<file path="config.mk">
export PLATFORM = sky130hd
export DESIGN_NAME = multicycle_controller
export DESIGN_NICKNAME = d
export VERILOG_FILES = /design/src/rtl/multicycle_controller.sv
export SDC_FILE = /design/constraint.sdc
export NUM_CORES = 1
export LEC_CHECK = 0
export CAP_MARGIN = 5
export CORE_MARGIN = 3
export CORE_UTILIZATION = 30
export CTS_CLUSTER_SIZE = 16
export DETAILED_ROUTE_END_ITERATION = 6
export PLACE_DENSITY = 0.8
export SYNTH_ARGS = -nofsm -noshare
export SYNTH_HDL_FRONTEND = slang
export SYNTH_SLANG_ARGS = --single-unit
</file>
<file path="constraint.sdc">
create_clock -name clk -period 1.4 [get_ports clk]
set_clock_uncertainty 0.2 [all_clocks]
set_input_delay 0.21 -clock clk [delete_from_list [all_inputs] [get_ports clk]]
set_output_delay 0.21 -clock clk [all_outputs]
set_load 0.005 [all_outputs]
</file>
<file path="src/rtl/multicycle_controller.sv">
// Multicycle RISC-V control FSM: sequences fetch/decode/execute and decodes datapath controls from state.
// Define INSTRET_COUNTER_EN to build the retired-instruction counter; otherwise instret is tied to 0.
module multicycle_controller (
    input  logic        clk,
    input  logic        reset,
    input  logic [6:0]  op,
    input  logic        funct3b0,
    input  logic        zero,
    input  logic        mem_ready,
    output logic        PCWrite,
    output logic        IRWrite,
    output logic        RegWrite,
    output logic        MemWrite,
    output logic        AdrSrc,
    output logic [1:0]  ResultSrc,
    output logic [1:0]  ALUSrcA,
    output logic [1:0]  ALUSrcB,
    output logic [1:0]  ALUOp,
    output logic        illegal,
    output logic [3:0]  state,
    output logic [31:0] instret
);

    localparam logic [3:0] FETCH    = 4'd0;
    localparam logic [3:0] DECODE   = 4'd1;
    localparam logic [3:0] MEMADR   = 4'd2;
    localparam logic [3:0] MEMREAD  = 4'd3;
    localparam logic [3:0] MEMWB    = 4'd4;
    localparam logic [3:0] MEMWRITE = 4'd5;
    localparam logic [3:0] EXECUTER = 4'd6;
    localparam logic [3:0] EXECUTEI = 4'd7;
    localparam logic [3:0] ALUWB    = 4'd8;
    localparam logic [3:0] BRANCH   = 4'd9;
    localparam logic [3:0] JAL      = 4'd10;
    localparam logic [3:0] TRAP     = 4'd11;

    logic [3:0] state_reg;
    logic [3:0] state_next;

    logic pc_write_raw;
    logic ir_write_raw;
    logic reg_write_raw;
    logic mem_write_raw;

    always_ff @(posedge clk) begin
        if (reset) begin
            state_reg <= FETCH;
        end else begin
            state_reg <= state_next;
        end
    end

    always_comb begin
        state_next = state_reg;
        case (state_reg)
            FETCH:    if (mem_ready) state_next = DECODE;
            DECODE: begin
                case (op)
                    7'b0000011, 7'b0100011: state_next = MEMADR;
                    7'b0110011:             state_next = EXECUTER;
                    7'b0010011:             state_next = EXECUTEI;
                    7'b1100011:             state_next = BRANCH;
                    7'b1101111:             state_next = JAL;
                    default:                state_next = TRAP;
                endcase
            end
            MEMADR:   state_next = op[5] ? MEMWRITE : MEMREAD;
            MEMREAD:  if (mem_ready) state_next = MEMWB;
            MEMWB:    state_next = FETCH;
            MEMWRITE: if (mem_ready) state_next = FETCH;
            EXECUTER: state_next = ALUWB;
            EXECUTEI: state_next = ALUWB;
            ALUWB:    state_next = FETCH;
            BRANCH:   state_next = FETCH;
            JAL:      state_next = ALUWB;
            TRAP:     state_next = TRAP;
            default:  state_next = FETCH;
        endcase
    end

    always_comb begin
        pc_write_raw  = 1'b0;
        ir_write_raw  = 1'b0;
        reg_write_raw = 1'b0;
        mem_write_raw = 1'b0;
        AdrSrc        = 1'b0;
        ResultSrc     = 2'b00;
        ALUSrcA       = 2'b00;
        ALUSrcB       = 2'b00;
        ALUOp         = 2'b00;
        illegal       = 1'b0;
        case (state_reg)
            FETCH: begin
                ALUSrcB      = 2'b10;
                ResultSrc    = 2'b10;
                ir_write_raw = mem_ready;
                pc_write_raw = mem_ready;
            end
            DECODE: begin
                ALUSrcA = 2'b01;
                ALUSrcB = 2'b01;
            end
            MEMADR: begin
                ALUSrcA = 2'b10;
                ALUSrcB = 2'b01;
            end
            MEMREAD:  AdrSrc = 1'b1;
            MEMWB: begin
                ResultSrc     = 2'b01;
                reg_write_raw = 1'b1;
            end
            MEMWRITE: begin
                AdrSrc        = 1'b1;
                mem_write_raw = 1'b1;
            end
            EXECUTER: begin
                ALUSrcA = 2'b10;
                ALUOp   = 2'b10;
            end
            EXECUTEI: begin
                ALUSrcA = 2'b10;
                ALUSrcB = 2'b01;
                ALUOp   = 2'b10;
            end
            ALUWB:    reg_write_raw = 1'b1;
            BRANCH: begin
                ALUSrcA      = 2'b10;
                ALUOp        = 2'b01;
                pc_write_raw = zero ^ funct3b0;
            end
            JAL: begin
                ALUSrcA      = 2'b01;
                ALUSrcB      = 2'b10;
                pc_write_raw = 1'b1;
            end
            TRAP:     illegal = 1'b1;
            default:  illegal = 1'b0;
        endcase
    end

    // Reset kills write enables immediately so an abandoned instruction cannot commit anything.
    assign PCWrite  = pc_write_raw  & ~reset;
    assign IRWrite  = ir_write_raw  & ~reset;
    assign RegWrite = reg_write_raw & ~reset;
    assign MemWrite = mem_write_raw & ~reset;
    assign state    = state_reg;

`ifdef INSTRET_COUNTER_EN
    logic [31:0] instret_reg;
    logic        retire;

    assign retire = (state_reg == MEMWB) || (state_reg == ALUWB) || (state_reg == BRANCH) ||
                    ((state_reg == MEMWRITE) && mem_ready);

    always_ff @(posedge clk) begin
        if (reset) begin
            instret_reg <= 32'd0;
        end else if (retire) begin
            instret_reg <= instret_reg + 32'd1;
        end
    end

    assign instret = instret_reg;
`else
    assign instret = 32'd0;
`endif

endmodule

</file>
==> results.toml <==
[worst_setup_path]
worstPathRequired_ns = 0.99
crit_fanout = 5
cp-end-kind = "output port"
path_class = "flip-flop to output port"
cp_cell_sequence = "buf_6, nor2_4, nand2_1, a211o_1, a21oi_2, buf_2"
crit_buf_inv = 2
cpPeakStageDelay_ns = 0.36
path_delay_family = "compound AO/OA/AOI/OAI gates"
start_kind = "flip-flop"
worstPathArrival_ns = 1.39
ff2ff_setup_slack_ns = -0.23
critPathSlowestCell = "dfxtp_4"

[cells_and_area]
num_antenna_cells = 0
finalNonFillerCells = 219
syn_to_final_growth_pct = 90.5
drive_gt1_frac = 0.524
largest_reg_flops = 4
n_fill_cell = 214
fin_util = 0.610
nets = 203
final_cell_mix = "conb_1 (32), buf_4 (32), buf_6 (23)"

[floorplanning]
rows = 18
die-area_um2 = 3330
core_um2 = 2500
die_w_um = 57.7
die_h_um = 57.7
io_pins = 62
start_util = 0.320

[clock_network]
clkSlewWorstSetupHoldPaths_ns = 0.04
clock_tree.buffer_depth = 2
cts_buffers = 3
clkSinkCount = 4
clock_latency_ns = 0.24
htree_levels = 1
cts_tree = "yes"
cts_hold_buf = 0
root_buffer = "clkbuf_4"

[route]
wl_per_cell_um = 12.3
routed-via-count = 983
drtAntennaViolNets = 0
drt_wl_total_um = 2700
first_pass_iters = 4
drc = 0
viasPerCell = 4.49
drt_iter0_markers = 15

[pwr]
fin_total_pwr_mw = 2.87
p_per_area_nw_per_um2 = 1880
irDropWorstVdd_mv = 1.17
power.leakage_nw = 0.744

[global_routing]
overflow = 0
grt_pass1_wl_um = 3710
antenna_found_initial = 0
grt_use_total = 0.145
first_global_vias = 837
grt_max_degree = 10

[placed_design]
placedCellCount = 197
gp_congestion = 0.847
portBuffers = 29
hpwl_um = 1690

[timing]
fin_ws_ns = -0.404
tns_ns = -4.95
slew_violations = 0
rsz0062_at_grt = "true"
final_hold_viol_count = 0
fin_crit_ns = 1.80
finalCritPeriodShare = 1.29
clock.fmax_ghz = 0.554
setup_viol = 20

[synthesis]
syn_inst = 114
post_synth.cell_area_avg_um2 = 7.02
yosysWarnings = 0
post_synth_num_cell_types = 37
ys_seq_area_frac = 0.100
netlist_area_um2 = 801
ys_ff_latch = 4

[worst_hold_path]
holdCritPathClass = "flip-flop to flip-flop"

[run]
maxCapViolCount = 0

[run_status]
outcome = "complete, but fails checks"
violations = "setup timing"
## worst register-to-register path: stages, from the launching register on
cell and delay [ns]:
dfxtp_4 0.36, buf_6 0.12, buf_6 0.12, buf_6 0.12
nor2_4 0.08, nand3_2 0.09, a211o_1 0.27, a311oi_2 0.19
## path summary, 6_finish.rpt
| kind | cells past startpoint | endpoint | startpoint |
|---|---|---|---|
| min | 2 | state[2] | state[3] |
| max | 6 | PCWrite | state[1] |
| max reg2reg | 7 | state[0] | state[2] |
| min reg2reg | 2 | state[2] | state[3] |
## cell usage after synthesis
library cell	instances	area, µm²
and2b_1	1	7.51
o21ai_1	1	5.00
buf_1	1	3.75
mux2i_1	1	10.0
nand2b_1	6	37.5
nor4_2	1	12.5
nor4_1	4	25.0
o21ai_0	4	20.0
nor2_4	1	11.3
nor3_1	4	20.0
buf_4	35	263
nor3b_1	1	7.51
nand2_1	9	33.8
o211ai_1	1	7.51
nand3_2	1	10.0
dfxtp_1	4	80.1
a211oi_1	1	7.51
nand3b_1	1	7.51
xor2_1	1	8.76
nor2b_1	2	12.5
a21o_1	2	15.0
and4b_1	1	10.0
a2111oi_2	1	15.0
conb_1	1	3.75
buf_6	1	11.3
and3_1	1	6.26
a41oi_1	1	8.76
inv_1	1	3.75
buf_2	2	10.0
nor2_1	10	37.5
a311oi_1	1	8.76
clkinv_2	1	5.00
a211o_1	2	17.5
nor2_2	1	6.26
o221ai_1	1	8.76
a21oi_1	5	25.0
xnor2_1	2	17.5
## metal layers
metal / vias up / part of all wire / global-route usage
met5: - / 0 / 0
met4: 0 / 0.025 / 0.0795
met3: 10 / 0.063 / 0.0223
met2: 52 / 0.54 / 0.260
met1: 443 / 0.37 / 0.162
li1: 478 / - / -
## kinds of logic (layout without fill, tap and decap cells)
kind of cell              Yosys count  after routing  share of synthesized area
muxes                               1              1                     0.0125
buffers and inverters              41             85                      0.370
xor gates and xnor gates            3              3                     0.0328
other                               1             32                    0.00468
AOI/OAI and AO/OA                  20             20                      0.173
DFF                                 4              4                      0.100
and+or+nand+nor                    44             44                      0.306
## cell type report
type                    count  area [µm²]  share of cell area
inverters                   2        12.5             0.00820
flip-flops and latches      4        95.1              0.0623
well taps                  30        37.5              0.0246
repair buffers             80         684               0.449
clock buffers               3        22.5              0.0148
multi-input cells         100         673               0.441
## per-stage QoR
stage               cell area [µm²]  setup WS (ns)  hold WS [ns]
CTS                            1410         -0.379         0.419
floorplan                       958    -0.00000744         0.202
finish                         1530         -0.404         0.447
global route                   1530         -0.453         0.464
global placement               1220         -0.642         0.434
detailed placement             1220         -0.648         0.436
## power breakdown
group | total (mW) | switching [mW] | internal, mW
sequential | 0.305 | 0.115 | 0.190
combinational | 2.42 | 0.986 | 1.43
clock | 0.151 | 0.0545 | 0.0964
## timing repair
item | CTS | global route
pin swaps | 10 | 6
setup buffers | 16 | 4
endpoints found under the hold margin | 0 | 0
setup endpoints to repair | 22 | 21
resized for setup | 87 | 25
Power figures use the tool's default switching activity.
